### src/rtl/seq_sum_reducer_if.sv
// Handshake bundle for seq_sum_reducer: input vector channel, output sum channel, busy flag.
// The slave modport is the reducer side; the master modport is the upstream/downstream side.
interface seq_sum_reducer_if #(
    parameter int unsigned NUM_EL = 5,
    parameter int unsigned IN_BW  = 20,
    parameter int unsigned OUT_BW = 24
);
    logic                    in_valid;
    logic                    in_ready;
    logic [NUM_EL*IN_BW-1:0] in_data;
    logic                    out_valid;
    logic                    out_ready;
    logic [OUT_BW-1:0]       out_sum;
    logic                    busy;

    modport slave (
        input  in_valid,
        output in_ready,
        input  in_data,
        output out_valid,
        input  out_ready,
        output out_sum,
        output busy
    );

    modport master (
        output in_valid,
        input  in_ready,
        output in_data,
        input  out_valid,
        output out_ready,
        input  out_sum,
        input  busy
    );
endinterface

### src/rtl/seq_sum_reducer.sv
// Sequential reducer: accepts a packed vector of NUM_EL partial sums, adds one element per
// clock into a single accumulator and presents the total on a valid/ready output.
// Optional build macro SEQ_SUM_REDUCER_SIGNED_EN: elements are two's-complement and are
// sign-extended into the accumulator (default build zero-extends).
module seq_sum_reducer #(
    parameter int unsigned NUM_EL = 5,
    parameter int unsigned IN_BW  = 20,
    parameter int unsigned OUT_BW = 24
) (
    input  logic                 clk,
    input  logic                 rst,
    seq_sum_reducer_if.slave     bus
);

    localparam int unsigned IdxW = (NUM_EL > 1) ? $clog2(NUM_EL) : 1;
    localparam logic [IdxW-1:0] LastIdx = IdxW'(NUM_EL - 1);

    typedef enum logic [1:0] {
        StIdle,
        StAccum,
        StDone
    } state_e;

    state_e                  r_state;
    state_e                  w_state_next;
    logic [NUM_EL*IN_BW-1:0] r_vec;
    logic [OUT_BW-1:0]       r_acc;
    logic [OUT_BW-1:0]       w_acc_next;
    logic [IdxW-1:0]         r_idx;
    logic [IdxW-1:0]         w_idx_next;
    logic                    w_in_ready;
    logic                    w_accept;
    logic [IN_BW-1:0]        w_elem;

    // Widen one element to accumulator width.
    function automatic logic [OUT_BW-1:0] ext(input logic [IN_BW-1:0] e);
`ifdef SEQ_SUM_REDUCER_SIGNED_EN
        logic signed [IN_BW-1:0]  s_in;
        logic signed [OUT_BW-1:0] s_out;
        s_in  = e;
        s_out = s_in;
        return s_out;
`else
        return OUT_BW'(e);
`endif
    endfunction

    assign w_in_ready = (r_state == StIdle) && !rst;
    assign w_accept   = bus.in_valid && w_in_ready;

    // Pick element r_idx out of the held vector.
    always_comb begin
        w_elem = r_vec[IN_BW-1:0];
        for (int i = 0; i < NUM_EL; i++) begin
            if (r_idx == IdxW'(i)) begin
                w_elem = r_vec[i*IN_BW +: IN_BW];
            end
        end
    end

    // Next-state, accumulator and index update.
    always_comb begin
        w_state_next = r_state;
        w_acc_next   = r_acc;
        w_idx_next   = r_idx;
        case (r_state)
            StIdle: begin
                if (w_accept) begin
                    // Element 0 comes straight from the bus; the rest from the held copy.
                    w_acc_next = ext(bus.in_data[IN_BW-1:0]);
                    if (NUM_EL > 1) begin
                        w_idx_next   = IdxW'(1);
                        w_state_next = StAccum;
                    end else begin
                        w_idx_next   = '0;
                        w_state_next = StDone;
                    end
                end
            end
            StAccum: begin
                w_acc_next = r_acc + ext(w_elem);
                if (r_idx == LastIdx) begin
                    // Park idx at 0 so it never runs past the last element.
                    w_idx_next   = '0;
                    w_state_next = StDone;
                end else begin
                    w_idx_next = r_idx + IdxW'(1);
                end
            end
            StDone: begin
                if (bus.out_ready) begin
                    w_state_next = StIdle;
                end
            end
            default: begin
                w_state_next = StIdle;
            end
        endcase
    end

    // Control state and accumulator registers with synchronous abort on rst.
    always_ff @(posedge clk) begin
        if (rst) begin
            r_state <= StIdle;
            r_acc   <= '0;
            r_idx   <= '0;
        end else begin
            r_state <= w_state_next;
            r_acc   <= w_acc_next;
            r_idx   <= w_idx_next;
        end
    end

    // Held copy of the accepted vector so upstream may change in_data after the handshake.
    always_ff @(posedge clk) begin
        if (w_accept) begin
            r_vec <= bus.in_data;
        end
    end

    assign bus.in_ready  = w_in_ready;
    assign bus.out_valid = (r_state == StDone);
    assign bus.out_sum   = r_acc;
    assign bus.busy      = (r_state != StIdle);

endmodule

### src/flat_wrapper.sv
// flat-port wrapper written by rule: the top's interface ports become plain ports
module seq_sum_reducer_flat 
#(
    parameter int unsigned NUM_EL = 5,
    parameter int unsigned IN_BW  = 20,
    parameter int unsigned OUT_BW = 24
)
  (clk, rst, bus_in_valid, bus_in_ready, bus_in_data, bus_out_valid, bus_out_ready, bus_out_sum, bus_busy);
  seq_sum_reducer_if #(.NUM_EL(NUM_EL), .IN_BW(IN_BW), .OUT_BW(OUT_BW)) bus_i ();
  input  logic clk;
  input  logic rst;
  input wire logic [$bits(bus_i.in_valid)-1:0] bus_in_valid;
  output wire logic [$bits(bus_i.in_ready)-1:0] bus_in_ready;
  input wire logic [$bits(bus_i.in_data)-1:0] bus_in_data;
  output wire logic [$bits(bus_i.out_valid)-1:0] bus_out_valid;
  input wire logic [$bits(bus_i.out_ready)-1:0] bus_out_ready;
  output wire logic [$bits(bus_i.out_sum)-1:0] bus_out_sum;
  output wire logic [$bits(bus_i.busy)-1:0] bus_busy;
  assign bus_i.in_valid = bus_in_valid;
  assign bus_in_ready = bus_i.in_ready;
  assign bus_i.in_data = bus_in_data;
  assign bus_out_valid = bus_i.out_valid;
  assign bus_i.out_ready = bus_out_ready;
  assign bus_out_sum = bus_i.out_sum;
  assign bus_busy = bus_i.busy;
  seq_sum_reducer #(.NUM_EL(NUM_EL), .IN_BW(IN_BW), .OUT_BW(OUT_BW)) u_core (.clk(clk), .rst(rst), .bus(bus_i));
endmodule
### config.mk
export PLATFORM = sky130hd
export DESIGN_NAME = seq_sum_reducer_flat
export DESIGN_NICKNAME = d
export VERILOG_FILES = /design/src/rtl/seq_sum_reducer_if.sv /design/src/rtl/seq_sum_reducer.sv /design/src/flat_wrapper.sv
export SDC_FILE = /design/constraint.sdc
export NUM_CORES = 1
export LEC_CHECK = 0
export CELL_PAD_IN_SITES_DETAIL_PLACEMENT = 1
export CELL_PAD_IN_SITES_GLOBAL_PLACEMENT = 2
export CORE_MARGIN = 3
export CORE_UTILIZATION = 33
export DETAILED_ROUTE_END_ITERATION = 6
export GPL_ROUTABILITY_DRIVEN = 0
export GPL_TIMING_DRIVEN = 0
export HOLD_SLACK_MARGIN = 0.15
export PLACE_DENSITY_LB_ADDON = 0.1
export SLEW_MARGIN = 20
export SYNTH_ARGS = -nofsm -noshare
export SYNTH_HDL_FRONTEND = slang
export SYNTH_SLANG_ARGS = --single-unit
export TNS_END_PERCENT = 50
### constraint.sdc
create_clock -name clk -period 4.3 [get_ports clk]
set_input_delay 1.29 -clock clk [delete_from_list [all_inputs] [get_ports clk]]
set_output_delay 1.29 -clock clk [all_outputs]
set_load 0.02 [all_outputs]
After elaboration in Yosys (flattened, before gate mapping)
Cells that the tools add are included.
{"block": "word_totals", "register_bits": 129, "latch_bits": 0, "mem_bits_rw": 0, "mem_bits_ro": 0, "input_bits": 104, "out_inout_bits": 27, "word_cells": 36, "memories": 0}
{"block": "op_classes", "addsub": 2, "mul": 0, "n_div": 0, "n_lt_le_gt_ge": 0, "eq_ne": 9, "shift": 0, "muxes": 13, "n_bitwise": 0, "reduce_logical": 8}
{"operator": "2-to-1 mux 20 bit", "count": 4}
{"operator": "case mux 24 bit (2 select lines)", "count": 1}
{"operator": "adder 24 x 20 -> 24 bit", "count": 1}
{"operator": "2-to-1 mux 24 bit", "count": 1}
{"operator": "equality test 3 x 2 -> 1 bit (second input constant)", "count": 2}
{"operator": "2-to-1 mux 2 bit", "count": 3}
{"operator": "2-to-1 mux 3 bit", "count": 2}
{"operator": "inequality test 2 x 1 -> 1 bit (second input constant)", "count": 3}
{"operator": "case mux 2 bit (3 select lines)", "count": 1}
{"operator": "case mux 3 bit (2 select lines)", "count": 1}
{"operator": "nonzero test 2 bit", "count": 2}
{"operator": "adder 3 x 1 -> 3 bit (second input constant)", "count": 1}
{"operator": "equality test 3 x 1 -> 1 bit (second input constant)", "count": 1}
{"operator": "equality test 3 bit (second input constant)", "count": 1}
{"operator": "AND reduction 3 bit", "count": 1}
{"operator": "equality test 2 x 1 -> 1 bit (second input constant)", "count": 1}
{"operator": "equality test 2 bit (second input constant)", "count": 1}
{"operator": "logical AND 1 bit", "count": 2}
{"operator": "zero test 2 bit", "count": 1}
{"operator": "AND reduction 2 bit", "count": 1}
{"operator": "zero test 1 bit", "count": 1}

Depth between registers and ports, before layout
{"block": "depth", "word_depth": 7, "depth_mapped": 17, "ltp_nobuf": 16}

Least setup slack after synthesis
No wires, ideal clock.
{"block": "synth_timing", "path_kind": "in2reg", "from": "input port rst", "to": "register u_core.r_acc[19], in the netlist u_core.bus.out_sum[19]", "setup_time_ns": 0.089, "arrival_ns": 4.248, "required_time_ns": 4.211, "setup_slack_ns": -0.037, "stages": 5, "cell_sequence": "nor2_1 nand2_1 inv_1 a22oi_1 o221ai_1"}
{"block": "synth_between", "elab_chain_len": 5}
{"element": "start: declaration", "line_no": "flat_wrapper.sv:11", "text": "input logic rst;"}
{"element": "zero test 1 bit", "line_no": "seq_sum_reducer.sv:48", "text": "assign w_in_ready = (r_state == StIdle) && !rst;"}
{"element": "logical AND 1 bit", "line_no": "seq_sum_reducer.sv:48"}
{"element": "logical AND 1 bit", "line_no": "seq_sum_reducer.sv:49", "text": "assign w_accept = bus.in_valid && w_in_ready;"}
{"element": "via u_core.w_accept", "line_no": "seq_sum_reducer.sv:32", "text": "logic w_accept;"}
{"element": "inequality test 2 x 1 -> 1 bit (no source line)"}
{"element": "AND reduction 2 bit (no source line)"}
{"element": "end signal: assignment", "line_no": "seq_sum_reducer.sv:109", "text": "r_acc <= w_acc_next;"}
{"element": "end: declaration", "line_no": "seq_sum_reducer.sv:27", "text": "logic [OUT_BW-1:0] r_acc;"}
The timed path passes the listed nets, and every way through them passes these cells.
A chain may end at the register's enable or synchronous reset.

Worst setup path in the final report
{"block": "layout_timing", "from": "register u_core.r_idx[0]", "to": "register u_core.r_acc[22], in the netlist u_core.bus.out_sum[22]"}
{"block": "layout_between", "elab_chain_len": 7}
{"element": "start: declaration", "line_no": "seq_sum_reducer.sv:29", "text": "logic [IdxW-1:0] r_idx;"}
{"element": "start signal: assignment", "line_no": "seq_sum_reducer.sv:110", "text": "r_idx <= w_idx_next;"}
{"element": "equality test 3 x 1 -> 1 bit", "line_no": "seq_sum_reducer.sv:55", "text": "if (r_idx == IdxW'(i)) begin"}
{"element": "2-to-1 mux 20 bit (3 in series)", "line_no": "seq_sum_reducer.sv:55"}
{"element": "2-to-1 mux 20 bit (*)", "line_no": "seq_sum_reducer.sv:55"}
{"element": "adder 24 x 20 -> 24 bit (*)", "line_no": "seq_sum_reducer.sv:81", "text": "w_acc_next = r_acc + ext(w_elem);"}
{"element": "case mux 24 bit (2 select lines) (*)", "line_no": "seq_sum_reducer.sv:66", "text": "case (r_state)"}
Mark *: on every way between the ends. The rest lies on a longest branch, timed or not.

==> metrics.log <==
[metrics] result of the run: complete, no violations
[metrics] Synth warnings: 0
[metrics] worst-path fanout max: 10
[metrics] die width: 142 um
[metrics] proportion of register bits with asynchronous set or reset after synthesis: 0%
[metrics] standard-cell rows: between 40 and 50
[metrics] setup repair after global routing missed its margin: no
[metrics] detailed-route wire length: 18900 um
[metrics] worst-case reg-to-reg path depth: 15
[metrics] CP Class: reg -> reg
[metrics] sequential area share after synthesis: around 59%
[metrics] Post-Synthesis Mean Instance Area: ~12 um^2
[metrics] htree depth: 4
[metrics] HP Class: reg -> reg
[metrics] number of buffers created by CTS: 17
[metrics] cell area after synthesis: ~0.0061 mm^2
[metrics] post-route design area: between 0.008 and 0.009 mm^2
[metrics] power per cell area: between 400 and 500 mW/mm^2
[metrics] Final Non-Filler Cells: 908
[metrics] CP Capture Type: flip-flop
[metrics] time the worst path needs with I/O delays and setup: 3.98 ns
[metrics] vertical die dimension: between 100 and 150 um
[metrics] CP required: ~4.6 ns
[metrics] instance count along the most critical hold path: 2
[metrics] layout cell share with drive strength beyond 1: roughly 8%
[metrics] number of nets in the synthesized netlist: about 650
[metrics] Max Cap Viol: 0
[metrics] layout net count: between 800 and 900
[metrics] nature of the critical path startpoint: flip-flop
[metrics] Pre-Repair DR Iteration Count: 4
[metrics] initial standard-cell utilization of the core: 34.4%
[metrics] Setup Slack @ Placement: 0.0784 ns
[metrics] Total Negative Setup Slacks: 0 ns
[metrics] Slew Viols, Final: 0
[metrics] DRT antenna net count: 0
[metrics] drt wl/cell: around 21 um
[metrics] buffers added on ports: between 100 and 150
[metrics] VDD IR max: 0.352 mV
[metrics] final cycle utilization of the critical path: 92.6%
[metrics] Synth area leader: sky130_fd_sc_hd__edfxtp_1
[metrics] GRT Overall Usage: 19.3%
[metrics] synth cell count leaders: 100 x sky130_fd_sc_hd__edfxtp_1, 70 x sky130_fd_sc_hd__a21oi_1, 64 x sky130_fd_sc_hd__nor2_1
[metrics] number of ports placed on the die boundary: ~130
[metrics] actual transition at the worst max-transition pin: 0.764 ns
[metrics] EDFF count, synth: 100
[metrics] synth-to-layout area growth: 38.2%
[metrics] crit path DAT: around 4.3 ns
[metrics] maximum count of clock buffers along a single path: 2
[metrics] TritonCTS clock tree: built
[metrics] clock transition at the registers of the reported paths: 0.06 ns
[metrics] largest clock skew in the final design: between 0.01 and 0.015 ns
[metrics] via count of the first global-routing pass: 5044
[metrics] Synth top area share: between 40% and 50%
[metrics] half-perimeter wire length after detailed placement: ~14000 um
[metrics] drc violations: 0
[metrics] Inst Count DP: slightly below 900
[metrics] most common cell in the synthesized netlist: sky130_fd_sc_hd__edfxtp_1
[metrics] antenna violations before repair: 0
[metrics] GR Overflow Total: 0
[metrics] post-place instance area: between 0.007 and 0.008 mm^2
[metrics] die area: around 0.020 mm^2
[metrics] Inserted Diodes: 0
[metrics] count of final hold-check violations: 0
[metrics] first-pass GRT wire length: between 20000 and 30000 um
[metrics] worst setup slack after layout: between 0.3 and 0.4 ns
[metrics] flip-flop and latch count after synthesis: 129
[metrics] number of distinct library cells after synthesis: between 60 and 70
[metrics] CORE AREA: 0.0177 mm^2
[metrics] largest net degree at the start of global routing: 39
[metrics] max-slew headroom at the worst pin: about half
[metrics] Via Count: 4690
[metrics] source-to-sink clock delay at the later pin of the worst-skew pair: between 0.4 and 0.5 ns
[metrics] Post-Synthesis Cells: around 520
[metrics] leakage power total: about 3.1 nW
[metrics] highest achievable clock rate: between 200 and 300 MHz
[metrics] vias per cell: a little over 5
[metrics] clock tree root driver cell: sky130_fd_sc_hd__clkbuf_16
[metrics] ys flop type: sky130_fd_sc_hd__edfxtp_1
[metrics] worst hold slack: between 0.5 and 0.6 ns
[metrics] cell types with the largest area share after synthesis: sky130_fd_sc_hd__edfxtp_1 49%, sky130_fd_sc_hd__dfxtp_1 9.6%, sky130_fd_sc_hd__a21oi_1 5.8%
[metrics] final setup vio count: 0
[metrics] number of violations reported at the end of detailed-routing iteration 0: 256
[metrics] number of post-CTS setup repair buffers: 0
[metrics] count of clock tree sinks: roughly 130
[registers in the layout (all words and copies together) (netlist names)]
register            count
u_core.r_vec          100
u_core.r_idx            3
u_core.r_state          2
u_core.bus.out_sum     24
[critical path, stage by stage (launching register included)]
cell and delay, ns:
sky130_fd_sc_hd__dfxtp_1 0.34, sky130_fd_sc_hd__ha_1 0.21, sky130_fd_sc_hd__ha_1 0.23, sky130_fd_sc_hd__clkdlybuf4s15_1 0.49, sky130_fd_sc_hd__a211oi_1 0.32, sky130_fd_sc_hd__a21oi_1 0.10
sky130_fd_sc_hd__a21oi_1 0.21, sky130_fd_sc_hd__ha_1 0.22, sky130_fd_sc_hd__fa_1 0.22, sky130_fd_sc_hd__a21o_1 0.17, sky130_fd_sc_hd__a31oi_1 0.15, sky130_fd_sc_hd__or4_4 0.53
sky130_fd_sc_hd__nand3b_1 0.13, sky130_fd_sc_hd__a31oi_1 0.18, sky130_fd_sc_hd__o2111ai_1 0.25, sky130_fd_sc_hd__o41ai_1 0.10
[path summary, 6_finish.rpt]
kind                                         end                                start  slack [ns]
max          u_core.bus.out_sum[22]$_SDFFE_PP0P_         u_core.r_idx[0]$_SDFFE_PP0P_        0.32
min          u_core.bus.out_sum[23]$_SDFFE_PP0P_  u_core.bus.out_sum[23]$_SDFFE_PP0P_        0.52
min reg2reg  u_core.bus.out_sum[23]$_SDFFE_PP0P_  u_core.bus.out_sum[23]$_SDFFE_PP0P_        0.52
max reg2reg  u_core.bus.out_sum[22]$_SDFFE_PP0P_         u_core.r_idx[0]$_SDFFE_PP0P_        0.32
[metal layers]
layer  routed length, um  track usage, %  vias up
met5                   0               0        -
met4                 163            5.25        0
met3                 802            4.18       12
met2                9190            32.0      116
met1                8740            25.6     2299
li1                    -               -     2263
[what timing repair did]
item / in CTS / in global routing
hold buffers: 0 / 0
setup endpoints to repair: 0 / 8
resized for setup: 0 / 8
[cell families (layout without fill, tap and decap cells)]
kind of cell             count (synthesis)  count (layout)  synth area share, %
AND/OR/NAND/NOR                        138             138                 10.4
adder cells (fa/ha/maj)                 27              27                 5.68
buffers and inverters                   34             199                 2.62
flip-flops                             129             129                 59.0
multiplexers                            21              21                 3.48
XOR/XNOR                                15              15                 2.16
AO/OA/AOI/OAI                          154             154                 16.6
[area by class of cell]
cell class | count | area, um^2
repair buffers | 133 | 1360
plain buffers | 26 | 139
fillers | 1894 | 9260
clock buffers | 18 | 429
flip-flops and latches | 129 | 3580
inverters | 8 | 33.8
well taps | 225 | 282
clock inverters | 14 | 236
multi-input cells | 355 | 2330
[metrics by stage]
stage | total power, mW | utilization (%)
floorplan | 1.93 | -
global placement | 2.21 | 43.4
detailed placement | 2.23 | 43.7
CTS | 3.90 | 47.5
global route | 4.02 | 47.6
finish | 3.85 | 47.6
[power by group]
group | switching, mW | internal [mW]
sequential | 0.0393 | 1.42
combinational | 0.404 | 0.346
clock | 0.560 | 1.09
[cell usage in the layout (no fill, tap or decap), types with 3 or more instances in the layout]
master and count:
sky130_fd_sc_hd__clkdlybuf4s50_1 130, sky130_fd_sc_hd__edfxtp_1 100, sky130_fd_sc_hd__a21oi_1 70, sky130_fd_sc_hd__nor2_1 64
sky130_fd_sc_hd__nand2_1 35, sky130_fd_sc_hd__dfxtp_1 29, sky130_fd_sc_hd__ha_1 26, sky130_fd_sc_hd__a211oi_1 25
sky130_fd_sc_hd__mux2i_1 20, sky130_fd_sc_hd__clkbuf_16 17, sky130_fd_sc_hd__clkbuf_1 16, sky130_fd_sc_hd__xor2_1 9
sky130_fd_sc_hd__o21ai_0 9, sky130_fd_sc_hd__nand3_1 7, sky130_fd_sc_hd__a311oi_1 7, sky130_fd_sc_hd__inv_1 6
sky130_fd_sc_hd__xnor2_1 6, sky130_fd_sc_hd__bufinv_16 6, sky130_fd_sc_hd__nor2b_1 5, sky130_fd_sc_hd__a21o_1 5
sky130_fd_sc_hd__o221ai_1 5, sky130_fd_sc_hd__nor3_1 4, sky130_fd_sc_hd__a22oi_1 4, sky130_fd_sc_hd__buf_2 3
sky130_fd_sc_hd__clkbuf_2 3, sky130_fd_sc_hd__clkinvlp_4 3, sky130_fd_sc_hd__o21a_1 3, sky130_fd_sc_hd__and4_1 3
sky130_fd_sc_hd__o21ai_1 3, sky130_fd_sc_hd__a31oi_1 3, sky130_fd_sc_hd__and3_1 3, sky130_fd_sc_hd__o22ai_1 3
sky130_fd_sc_hd__buf_12 3
(Power assumes the default switching activity.)
